[config.mk]
export PLATFORM = sky130hd
export DESIGN_NAME = ifetch_queue
export DESIGN_NICKNAME = d
export VERILOG_FILES = /design/src/rtl/ifetch_queue.sv
export SDC_FILE = /design/constraint.sdc
export NUM_CORES = 1
export LEC_CHECK = 0
export ABC_AREA = 1
export BUFFER_PORTS_ARGS = -buffer_cell sky130_fd_sc_hd__buf_2
export CAP_MARGIN = 20
export CORE_MARGIN = 5
export CORE_UTILIZATION = 59
export DETAILED_ROUTE_END_ITERATION = 10
export GPL_ROUTABILITY_DRIVEN = 1
export PLACE_DENSITY_LB_ADDON = 0.12
export SYNTH_ARGS = -nofsm -noshare
export SYNTH_HDL_FRONTEND = slang
export SYNTH_SLANG_ARGS = --single-unit
[constraint.sdc]
create_clock -name clk -period 6.2 [get_ports clk]
set_input_delay 1.55 -clock clk [delete_from_list [all_inputs] [get_ports clk]]
set_output_delay 1.55 -clock clk [all_outputs]
set_load 0.02 [all_outputs]
[src/rtl/ifetch_queue.sv]
// ifetch_queue: instruction fetch stage with a small prefetch queue.
//
// Owns the PC, addresses a combinational-read instruction memory, captures
// the returned word into a circular queue, and presents the head entry to
// decode with a valid/ready handshake. A redirect flushes the queue and
// reloads the PC.
//
// Ports:
//   clk, reset      system clock; synchronous active-high reset
//   imem_a          word address to imem (pc[ADDR_W+1:2])
//   imem_rd         instruction word from imem, same cycle
//   redirect_valid  flush the queue and load redirect_pc
//   redirect_pc     redirect target byte address
//   inst_valid      head entry valid
//   inst_ready      decode accepts the head this cycle
//   inst, inst_pc   head word and its byte address (0 when empty)
//   inst_pcplus4    inst_pc + 4 (0 when empty)
//   inst_fault      head entry came from a misaligned PC
//   q_count         occupied entries
//
// state | meaning
// FETCH | pushing one word per cycle whenever the queue has room
// HALT  | a misaligned-PC entry was queued; no pushes, pc held

module ifetch_queue #(
    parameter logic [31:0] RESET_PC = 32'h0000_0000,
    parameter int          ADDR_W   = 11,
    parameter int          DEPTH    = 4
) (
    input  logic                     clk,
    input  logic                     reset,
    output logic [ADDR_W-1:0]        imem_a,
    input  logic [31:0]              imem_rd,
    input  logic                     redirect_valid,
    input  logic [31:0]              redirect_pc,
    output logic                     inst_valid,
    input  logic                     inst_ready,
    output logic [31:0]              inst,
    output logic [31:0]              inst_pc,
    output logic [31:0]              inst_pcplus4,
    output logic                     inst_fault,
    output logic [$clog2(DEPTH):0]   q_count
);

    localparam int PW = $clog2(DEPTH);
    localparam int CW = PW + 1;
    localparam logic [CW-1:0] FULL = CW'(DEPTH);

    typedef enum logic {
        FETCH = 1'b0,
        HALT  = 1'b1
    } state_t;

    state_t          state;
    state_t          state_nxt;
    logic [31:0]     pc;
    logic [PW-1:0]   head;
    logic [PW-1:0]   tail;
    logic [CW-1:0]   count;
    logic [31:0]     q_pc    [DEPTH];
    logic [31:0]     q_word  [DEPTH];
    logic            q_fault [DEPTH];
    logic            misaligned;
    logic            pop;
    logic            push;

    assign misaligned = (pc[1:0] != 2'b00);
    assign inst_valid = (count != '0);
    assign pop        = inst_valid & inst_ready & ~redirect_valid;
    // A full queue may still accept a push when the head leaves this cycle.
    assign push       = (state == FETCH) & ~redirect_valid & ((count < FULL) | pop);

    assign imem_a       = pc[ADDR_W+1:2];
    assign q_count      = count;
    assign inst         = inst_valid ? q_word[head] : 32'h0;
    assign inst_pc      = inst_valid ? q_pc[head] : 32'h0;
    assign inst_pcplus4 = inst_valid ? (q_pc[head] + 32'd4) : 32'h0;
    assign inst_fault   = inst_valid & q_fault[head];

    always_comb begin
        state_nxt = state;
        if (redirect_valid) begin
            state_nxt = FETCH;
        end else if (push && misaligned) begin
            state_nxt = HALT;
        end
    end

    always_ff @(posedge clk) begin
        if (reset) begin
            state <= FETCH;
        end else begin
            state <= state_nxt;
        end
    end

    always_ff @(posedge clk) begin
        if (reset) begin
            pc    <= RESET_PC;
            head  <= '0;
            tail  <= '0;
            count <= '0;
        end else if (redirect_valid) begin
            pc    <= redirect_pc;
            head  <= '0;
            tail  <= '0;
            count <= '0;
        end else begin
            if (push) begin
                tail <= tail + PW'(1);
                pc   <= pc + 32'd4;
            end
            if (pop) begin
                head <= head + PW'(1);
            end
            if (push && !pop) begin
                count <= count + CW'(1);
            end else if (pop && !push) begin
                count <= count - CW'(1);
            end
        end
    end

    // Storage has no reset: entries are only visible through count.
    always_ff @(posedge clk) begin
        if (!reset && push) begin
            q_pc[tail]    <= pc;
            q_word[tail]  <= misaligned ? 32'h0 : imem_rd;
            q_fault[tail] <= misaligned;
        end
    end

endmodule
======== After elaboration in Yosys (flattened, before gate mapping) ========
Memories as Yosys holds them, arrays and structs flattened. A register that Yosys moved wholly into a read port is not among the register bits.
Cells that the tools add are included.
operators by class
  bitwise gates (word level) .............. 8
  divide/modulo/power cells ............... 0
  reduce and logical (&&, ||, !) cells .... 12
  equal/unequal tests ..................... 0
  add/sub/neg operators ................... 6
  muxes and demuxes ....................... 16
  order comparisons ....................... 1
  shift operators ......................... 0
  multiply operators ...................... 0
operator list
  cell                                               number
  2-to-1 mux 32 bit                                  6
  adder 32 x 3 -> 32 bit, second input constant      2
  2-to-1 mux 2 bit                                   6
  2-to-1 mux 3 bit                                   2
  nonzero test 2 bit                                 3
  AND 1 bit                                          5
  adder 2 x 1 -> 2 bit, second input constant        2
  logical AND 1 bit                                  4
  adder 3 x 1 -> 3 bit, second input constant        1
  zero test 1 bit                                    3
  less-than comparator 3 bit, second input constant  1
  nonzero test 3 bit                                 1
  subtractor 3 x 1 -> 3 bit, second input constant   1
  2-to-1 mux 1 bit                                   2
  NOT 1 bit                                          2
  OR reduction 2 bit                                 1
  bitwise OR 1 bit                                   1
storage, ports and cells
  memories ................................ 3
  latch bits .............................. 0
  register bits ........................... 40
  ROM bits ................................ 0
  memory bits (writable) .................. 260
memories
  memory   depth  width  rd ports  clocked after memory_dff  wr ports  line  RTL
  q_pc     4      32     1         1                         1         60    logic [31:0] q_pc [DEPTH];
  q_word   4      32     1         1                         1         61    logic [31:0] q_word [DEPTH];
  q_fault  4      1      1         1                         1         62    logic q_fault [DEPTH];

======== Depth between registers and ports, before layout ========
Gate-level depths: netlist of the first run.
  depth in word-level cells ............... 9
  mapped depth ............................ 15
  mapped depth without buffers ............ 14

======== Least setup slack after synthesis of the first run ========
Ideal clock, no wire load.
  path type ............................... input to register
  from .................................... input port redirect_valid
  to ...................................... memory q_fault[0], enable pin
  data arrival time ....................... 5.068 ns
  library setup time ...................... 0.489 ns
  data required time ...................... 5.711 ns
  path slack .............................. 0.644 ns
  cell stages on the path ................. 6
  cells stage by stage .................... buf_2 -> nor2_1 -> o21ai_1 -> nor2_1 -> inv_1 -> nor2_1
between the ends
  longest elaborated chain between the ends .. 7
  elaborated cells between the ends (all ways) .. 8
  those cells by class .................... 2 x mux; 5 x bitwise; 1 x reduce/logical
RTL lines
  item                                        line    RTL
  start: declaration                          34      input logic redirect_valid,
  NOT 1 bit (*)                               69, 71
  AND 1 bit                                   69      assign pop = inst_valid & inst_ready & ~redirect_valid;
  bitwise OR 1 bit                            71      assign push = (state == FETCH) & ~redirect_valid & ((count < FULL) | pop);
  AND 1 bit (*)                               71
  logical AND 1 bit (*)                       126     if (!reset && push) begin
  2-to-1 mux 1 bit (*)                        126
  2-to-1 mux 1 bit (not written as such) (*)  129     q_fault[tail] <= misaligned;
  end: declaration                            62
Mark *: on every way between the ends. The rest lies on a longest branch, timed or not.

==> results_dict.tcl, run 1 <==
set metrics [dict create \
    crit_path_max_fanout 47 \
    fin_nets 1857 \
    synth_top_cell_by_area "edfxtp_1" \
    drt_iter0_drc 994 \
    slew_headroom_pct 30.2 \
    cts_tree "built" \
    post_cts_buffers 0 \
    grt_max_degree 136 \
    ir_worst_vdd_mv 0.240 \
    max-cap-violations 0 \
    synth_fa_ha_area_share_pct 0.736 \
    gp_congestion 0.947 \
    syn_area_per_cell_um2 8.91 \
    viasPerCell 5.50 \
    yosys-top-cells-area "edfxtp_1, nand2_1, nor2_1" \
    post_cts_resized 0 \
    hold_class "flop to flop" \
    synthDistinctLibCells 40 \
    clk_pin_slew_ns 0.06 \
    dr.pass1.iters 5 \
    drc 0 \
    startpoint_type "flop" \
    dp_hpwl_um 23200 \
    setup_viol 0 \
    timing.final.ws_setup_ns 1.27 \
    drive_above_1_share_pct 16.0 \
    grt_use_total_pct 24.9 \
    tns_ns 0 \
    area_growth_pct 13.7 \
    start_util_pct 60.0 \
    arrival_ns 3.38 \
    cts.sinks 302 \
    postLayoutCoreUtil_pct 68.2 \
    period_share_pct 79.5 \
    synth_compound_area_share_pct 7.48 \
    cts_hold_buf 0 \
    vias 11700 \
    synth_common_cells "nand2_1, nor2_1, edfxtp_1, inv_1, o21ai_0" \
    synth-async-reset-ratio_pct 0 \
    fin_crit_ns 4.93 \
    synth_area_um2 14600 \
    drt-wirelength-per-cell_um 17.0 \
    dp_slack_ns 1.81 \
    fmax_mhz 203 \
    drv_slew 0 \
    synth_top_area_share_pct 53.4 \
    worst_pin_slew_ns 1.05 \
    clock_skew_ns 0.00995 \
    power_mw 4.76 \
    die_area_um2 28000 \
    synth_xor_area_share_pct 0.659 \
    p_per_area_nw_per_um2 286 \
    hold_ws_ns 0.459 \
    synth_mux_area_share_pct 0 \
    yosysSeqAreaShare_pct 59.1 \
    core-area_um2 24400 \
    rsz0062_at_grt "false" \
    ant_nets 0 \
    yosysMostFrequentCell "nand2_1" \
    end_kind "primary output" \
    path_class "flop to primary output" \
    synthSimpleGateAreaFrac_pct 25.4 \
    cp.required_ns 4.65 \
    die_w_um 167 \
    cts_root_buffer "clkbuf_16" \
    fp.dieH_um 167 \
    routed_wl_um 36200 \
    syn_inst 1641 \
    clk_path_buf_depth 3 \
    io_pins 180 \
    numCtsBuffers 31 \
    synth_edf_count 260 \
    num_antenna_cells 0 \
    grt_pass1_vias 11200 \
    antenna_found_initial 1 \
    final_hold_viol_count 0 \
    row_count 57 \
    port_buffers 179 \
    ctsHtreeMaxLevel 1 \
    synth_top_family_by_area "simple AND/OR/NAND/NOR gates" \
    ys_warn_count 0 \
    status "finished clean" \
    synth_nets 1717 \
    clock_latency_ns 0.56 \
    synth_ff_type "edfxtp_1" \
    p_leak_nw 6.85 \
    synth-seq-cells 302 \
    grt_pass1_wl_um 56800 \
    grt_overflow 0 \
]
-- registers in the layout, indices dropped and copies added, names as in the netlist, named ones only --
| signal | cells |
|---|---|
| q_word | 128 |
| q_fault | 4 |
| q_count | 3 |
| state | 1 |
| q_pc | 128 |
| tail | 2 |
| head | 2 |
| pc | 32 |
-- area by class of cell --
cell class | instances | area (µm²)
Clock buffer | 46 | 902
Fill cell | 1969 | 7770
Sequential cell | 302 | 8650
Timing Repair Buffer | 192 | 1010
Clock inverter | 12 | 156
Multi-Input combinational cell | 1136 | 5040
Inverter | 118 | 455
Tap cell | 324 | 405
-- placed cells by master, fill, tap and decap left out, types with 11 or more instances in the layout --
master | synthesis | routed
a21oi_1 | 75 | 75
a31oi_1 | 11 | 11
buf_2 | 17 | 179
buf_4 | 19 | 12
clkbuf_16 | 0 | 31
dfxtp_1 | 42 | 40
edfxtp_1 | 260 | 260
inv_1 | 112 | 112
nand2_1 | 446 | 446
nand2_2 | 13 | 13
nand3_1 | 95 | 95
nor2_1 | 300 | 296
nor2_2 | 11 | 11
nor2_4 | 7 | 11
nor3_1 | 22 | 22
o21ai_0 | 111 | 111
-- routing by layer --
layer | GRT usage, % | vias to the layer above | wire [µm]
met4 | 6.46 | 0 | 663
met1 | 35.5 | 5450 | 15900
li1 | - | 5699 | -
met2 | 40.5 | 508 | 16600
met3 | 3.89 | 55 | 3050
met5 | 0 | - | 0
-- path summary, 6_finish.rpt --
path	cells after the start	slack, ns	to	startpoint
min reg2reg	2	0.46	state	state
max reg2reg	12	2.93	q_count[2]	q_count[0]
min	2	0.46	state	state
max	15	1.27	inst_pcplus4[22]	flop
-- power breakdown --
part	leakage, nW	internal [mW]	switching [mW]
combinational	3.58	0.157	0.388
sequential	2.75	2.28	0.0588
clock	0.512	1.13	0.748
-- worst max-delay path: stages (launching register included) --
cell     delay (ns)
dfxtp_4        0.72
buf_4          0.51
nand2_1        0.13
nand2_1        0.09
nand2_1        0.05
nand2_1        0.13
ha_1           0.19
nand3_2        0.11
inv_2          0.08
nand2_1        0.10
nor2_4         0.19
nand3_1        0.12
nand2_1        0.07
nand2_1        0.05
nor2_1         0.11
buf_2          0.17
-- cells by family (layout without fill, tap and decap cells) --
kind of cell / after synthesis / after routing
AND/OR/NAND/NOR: 907 / 907
flip-flops: 302 / 302
AO/OA/AOI/OAI: 210 / 210
buffers and inverters: 203 / 368
XOR/XNOR: 11 / 11
adder cells (fa/ha/maj): 8 / 8
-- per-stage QoR --
stage / cells / instance area [µm²]
floorplan: 1641 / 14600
global placement: 2072 / 15600
detailed placement: 2072 / 15600
CTS: 2130 / 16600
global route: 2130 / 16600
finish: 2130 / 16600
Power figures use the tool's default switching activity.
==> inputs of run 2 (changes only) <==
==> constraint.sdc (replaced) <==
create_clock -name clk -period 5 [get_ports clk]
set_input_delay 1.25 -clock clk [delete_from_list [all_inputs] [get_ports clk]]
set_output_delay 1.25 -clock clk [all_outputs]
set_load 0.02 [all_outputs]
==> run 2 against run 1 <==
Compared with the run above:
- total power increased by 22%
- clock power increased by 19%
- highest routed layer unchanged
- critical path depth unchanged
- sequential power increased by 24%
- first-iteration DRC count increased by 6.8%
- register-to-register slack got worse by 0.60 ns
- non-clock buffer count increased by 8
==> results_dict.tcl, run 2 (same netlist as run 1, synthesis figures left out) <==
set metrics [dict create \
    status "finished clean" \
    clock_latency_ns 0.56 \
    ir_worst_vdd_mv 0.292 \
    layout_common_cells "nand2_1, nor2_1, edfxtp_1" \
    antenna_found_initial 0 \
    drt-wirelength-per-cell_um 16.9 \
    p_leak_nw 6.87 \
    fill_cells 1988 \
    hold_class "flop to flop" \
    grt_use_total_pct 24.9 \
    die_w_um 167 \
    clock_skew_ns 0.0102 \
    crit_path_max_fanout 41 \
    fin_crit_ns 4.46 \
    rsz0062_at_grt "false" \
    period_share_pct 89.3 \
    io_pins 180 \
    drc 0 \
    grt_pass1_wl_um 56900 \
    fin_cells 2135 \
    drive_above_1_share_pct 16.3 \
    hp-start "state" \
    crit_path_end "inst_pcplus4[26]" \
    reg2reg_depth 7 \
    area_growth_pct 13.8 \
    dp_slack_ns 1.11 \
    ctsHtreeMaxLevel 1 \
    grt_max_degree 136 \
    cts_root_buffer "clkbuf_16" \
    arrival_ns 3.21 \
    startpoint_type "flop" \
    cts_tree "built" \
    port_buffers 179 \
    timing.final.ws_setup_ns 0.535 \
    post_cts_resized 0 \
    reg2reg_setup_slack_ns 2.33 \
    cts.sinks 302 \
    dp_hpwl_um 23600 \
    grt_pass1_vias 11000 \
    worstReg2RegStart "q_count[2]" \
    slew_headroom_pct 42.0 \
    core-area_um2 24400 \
    fin_nets 1864 \
    post_cts_buffers 0 \
    start_util_pct 60.0 \
    routed_wl_um 36000 \
    row_count 57 \
    final_hold_viol_count 0 \
    cts_hold_buf 0 \
    vias 11700 \
    p_per_area_nw_per_um2 349 \
    end_kind "primary output" \
    r2r-end "q_word[2][5]" \
    die_area_um2 28000 \
    numCtsBuffers 30 \
    dp_cells 2080 \
    gp_congestion 0.902 \
    drt_iter0_drc 1062 \
    fmax_mhz 224 \
    dr.pass1.iters 5 \
    final_common_cell "nand2_1" \
    cp.required_ns 3.75 \
    clk_pin_slew_ns 0.06 \
    path_class "flop to primary output" \
    ant_nets 0 \
    worst_pin_slew_ns 0.870 \
    viasPerCell 5.47 \
    drv_slew 0 \
    clk_path_buf_depth 3 \
    num_antenna_cells 0 \
    max-cap-violations 0 \
    fp.dieH_um 167 \
    grt_overflow 0 \
    setup_viol 0 \
    largestRegisters "q_pc x128, q_word x128, pc x32" \
]
## run 2: changes by cell type in the layout (fill, tap and decap cells not counted), sizes merged
cell and delta:
buf +8, clkinv +7, inv +2, clkbuf -12
## run 2: layout make-up
| cell class | instances | area (µm²) | area share [%] |
|---|---|---|---|
| clock buffer | 34 | 766 | 4.60 |
| clock inverter | 21 | 224 | 1.35 |
| inverter | 118 | 455 | 2.74 |
| multi-input combinational | 1136 | 5040 | 30.3 |
| sequential | 302 | 8650 | 52.0 |
| tap | 324 | 405 | 2.44 |
| timing repair buffer | 200 | 1090 | 6.56 |
## run 2: power by group
group          switching (mW)  internal, mW
clock                   0.960          1.27
sequential             0.0714          2.82
combinational           0.484         0.200
## run 2: worst min path at each step
| stage | to | slack [ns] | cells after the start |
|---|---|---|---|
| floorplan | state | 0.43 | 2 |
| global placement | flop | 0.45 | 2 |
| detailed placement | head[0] | 0.47 | 1 |
| CTS | state | 0.47 | 2 |
| global route | state | 0.48 | 2 |
| finish | state | 0.47 | 2 |
## run 2: worst max-delay path, cell delays in order (launching register included)
cell and delay (ns):
dfxtp_4 0.67, buf_4 0.42, nand2_1 0.12, nand2_1 0.08
nand2_1 0.05, nand2_1 0.12, ha_1 0.19, nand3_2 0.11
inv_2 0.08, nand2_1 0.09, nor2_4 0.17, nand3_1 0.11
nand2_1 0.07, nand2_1 0.05, nor2_1 0.11, buf_2 0.17
## run 2: stage by stage
step | area, µm² | utilization, % | setup TNS [ns] | total power [mW] | hold WS, ns
2_1_floorplan | 14600 | - | -66.62 | 3.38 | 0.429
3_3_place_gp | 15700 | 64.2 | 0 | 3.62 | 0.449
3_5_place_dp | 15700 | 64.2 | 0 | 3.63 | 0.465
4_1_cts | 16600 | 68.2 | 0 | 5.83 | 0.474
5_1_grt | 16600 | 68.2 | 0 | 6.03 | 0.482
6_report | 16600 | 68.2 | 0 | 5.81 | 0.475
## run 2: routing by layer
metal | up-vias | part of all wire [%] | GRT usage, %
li1 | 5700 | - | -
met1 | 5436 | 44 | 36.8
met2 | 489 | 45 | 38.7
met3 | 50 | 8.8 | 4.15
met4 | 0 | 2.2 | 6.63
met5 | - | 0 | 0
==> inputs of run 3 (changes only) <==
--- a/config.mk
+++ b/config.mk
@@ -5,14 +5,14 @@
 export SDC_FILE = /design/constraint.sdc
 export NUM_CORES = 1
 export LEC_CHECK = 0
-export ABC_AREA = 1
 export BUFFER_PORTS_ARGS = -buffer_cell sky130_fd_sc_hd__buf_2
 export CAP_MARGIN = 20
 export CORE_MARGIN = 5
-export CORE_UTILIZATION = 59
+export CORE_UTILIZATION = 60
 export DETAILED_ROUTE_END_ITERATION = 10
 export GPL_ROUTABILITY_DRIVEN = 1
 export PLACE_DENSITY_LB_ADDON = 0.12
+export SKIP_LAST_GASP = 1
 export SYNTH_ARGS = -nofsm -noshare
 export SYNTH_HDL_FRONTEND = slang
 export SYNTH_SLANG_ARGS = --single-unit
==> constraint.sdc (replaced) <==
create_clock -name clk -period 5.25 [get_ports clk]
set_input_delay 1.3125 -clock clk [delete_from_list [all_inputs] [get_ports clk]]
set_output_delay 1.3125 -clock clk [all_outputs]
set_load 0.02 [all_outputs]
==> run 3 against run 2 <==
Compared with the run above:
- combinational power down 16%
- non-clock buffer count down 8
- core utilization up 2.6 points
- sequential cell count unchanged
- synthesized area down 11%
- critical endpoint is now inst_pcplus4[29]
- largest cell class unchanged
- highest routed layer unchanged
==> results_dict.tcl, run 3 <==
set metrics [dict create \
    vias 7701 \
    hp-start "head[1]" \
    synth_area_um2 13000 \
    place_area_um2 14100 \
    synth-async-reset-ratio_pct 0 \
    largestRegisters "q_pc x128, q_word x128, pc x32" \
    area_growth_pct 15.4 \
    arrival_ns 3.42 \
    final_hold_viol_count 0 \
    p_per_area_nw_per_um2 353 \
    hold_end "head[1]" \
    synth_nets 920 \
    drc 0 \
    io_pins 180 \
    worst_pin_slew_ns 0.929 \
    clk_pin_slew_ns 0.06 \
    worstReg2RegStart "pc[5]" \
    postLayoutCoreUtil_pct 70.8 \
    grt_pass1_wl_um 41500 \
    fill_cells 1402 \
    synth_ff_type "edfxtp_1" \
    multi_input_area_um2 4000 \
    drt-wirelength-per-cell_um 20.5 \
    status "finished clean" \
    fmax_mhz 211 \
    synth-seq-cells 302 \
    synth_top_cell_by_area "edfxtp_1" \
    layout_common_cells "edfxtp_1, buf_2, and2_1" \
    period_share_pct 90.2 \
    final_area_um2 15000 \
    grt_max_degree 63 \
    grt_overflow 0 \
    min_path_cells 2 \
    fin_nets 1085 \
    cts_tree "built" \
    num_antenna_cells 0 \
    crit_slowest_cell "or4_4" \
    grt_use_total_pct 21.8 \
    syn_area_per_cell_um2 15.4 \
    cts.sinks 302 \
    synth_common_cells "edfxtp_1, and2_1, nor2_1, mux4_2, dfxtp_1" \
    drt_iter0_drc 502 \
    cp.required_ns 3.94 \
    cp_top_family "simple AND/OR/NAND/NOR gates" \
    ctsHtreeMaxLevel 1 \
    grt_pass1_vias 7580 \
    antenna_found_initial 0 \
    numCtsBuffers 29 \
    post_cts_buffers 0 \
    slew_headroom_pct 38.0 \
    port_buffers 179 \
    start_util_pct 61.4 \
    fp.dieH_um 157 \
    row_count 53 \
    post_cts_resized 0 \
    drive_above_1_share_pct 30.4 \
    r2r-end "pc[26]" \
    cts_hold_buf 0 \
    die_area_um2 24700 \
    dr.pass1.iters 4 \
    core-area_um2 21200 \
    synth_edf_count 260 \
    path_class "flop to primary output" \
    max-cap-violations 0 \
    viasPerCell 5.89 \
    register_area_um2 8650 \
    reg2reg_setup_slack_ns 2.29 \
    power_mw 5.31 \
    yosys-top-cells-area "edfxtp_1, mux4_2, dfxtp_1" \
    yosysSeqAreaShare_pct 66.4 \
    reg2reg_depth 5 \
    rsz0062_at_grt "false" \
    final_common_cell "edfxtp_1" \
    ant_nets 0 \
    crit_path_max_incr_delay_ns 0.63 \
    end_kind "primary output" \
    fin_crit_ns 4.73 \
    syn_inst 844 \
    hold_class "flop to flop" \
    die_w_um 157 \
    drv_slew 0 \
    clock_latency_ns 0.55 \
    timing.critical_path.buf_inv 2 \
    p_leak_nw 5.30 \
    crit_path_max_fanout 24 \
    setup_viol 0 \
    dp_hpwl_um 17700 \
    routed_wl_um 26800 \
    yosysMostFrequentCell "edfxtp_1" \
    ir_worst_vdd_mv 0.218 \
    clock_skew_ns 0.0142 \
    cts_root_buffer "clkbuf_16" \
    hold_ws_ns 0.535 \
    tns_ns 0 \
    gp_congestion 0.823 \
    synth_top_area_share_pct 60.0 \
    synthDistinctLibCells 46 \
    clk_path_buf_depth 3 \
    crit_chain "buf_4 > mux4_2 > nand2_2 > or4_4 > nor3_1 > mux2_1 > buf_2" \
    ys_warn_count 0 \
    startpoint_type "flop" \
]
run 3: cell types whose count changed in the layout (fill, tap and decap cells not counted), sizes merged, moves of 78 or more:
| cell | before | now |
|---|---|---|
| inv | 120 | 19 |
| o21ai | 114 | 17 |
| nand3 | 97 | 19 |
| and2 | 2 | 98 |
| nand2 | 459 | 19 |
| nor2 | 318 | 69 |
run 3: layout make-up:
type	count	area share (%)
sequential	302	57.6
multi-input combinational	465	26.6
timing repair buffer	192	6.86
clock buffer	44	5.60
tap	275	2.29
clock inverter	10	0.541
inverter	19	0.475
run 3: through the flow:
| step | setup WS (ns) | cells |
|---|---|---|
| after floorplan | 1.45 | 844 |
| after global placement | 1.12 | 1253 |
| after detailed placement | 1.07 | 1253 |
| after CTS | 0.492 | 1307 |
| after global routing | 0.349 | 1307 |
| final | 0.516 | 1307 |
run 3: where the power goes:
part,switching [mW],total [mW],internal [mW],leakage (nW)
combinational,0.366,0.576,0.210,2.10
sequential,0.0548,2.75,2.69,2.74
clock,0.830,1.98,1.15,0.459
run 3: how the worst max path moves through the flow:
stage | startpoint | to | slack [ns] | cells after the start
6_report | flop | inst_pcplus4[29] | 0.52 | 7
5_1_grt | flop | inst_pcplus4[31] | 0.35 | 7
4_1_cts | flop | inst_pcplus4[29] | 0.49 | 7
3_5_place_dp | flop | inst_pcplus4[29] | 1.07 | 7
3_3_place_gp | flop | inst_pcplus4[29] | 1.12 | 7
2_1_floorplan | flop | inst_pcplus4[23] | 1.45 | 8
run 3: routing by layer:
metal / routed length, µm / up-vias / global-route usage (%)
li1: - / 3550 / -
met1: 11000 / 3843 / 30.9
met2: 13400 / 265 / 36.4
met3: 1850 / 43 / 2.78
met4: 583 / 0 / 5.82
met5: 0 / - / 0
run 3: logic make-up (layout without fill, tap and decap cells):
family	Yosys count	count (layout)	share of synthesized area, %
muxes	79	79	12.5
adders and majority gates	8	8	0.826
DFF	302	302	66.4
AOI/OAI and AO/OA	64	64	3.30
xor gates and xnor gates	33	33	2.22
buffers and inverters	77	265	2.94
and+or+nand+nor	281	281	11.8
run 3: worst min-delay path: cells and delay by family (launching register included):
family	cells	cell delay (ns)
flip-flops	1	0.33
AND/OR/NAND/NOR	1	0.10
XOR/XNOR	1	0.07
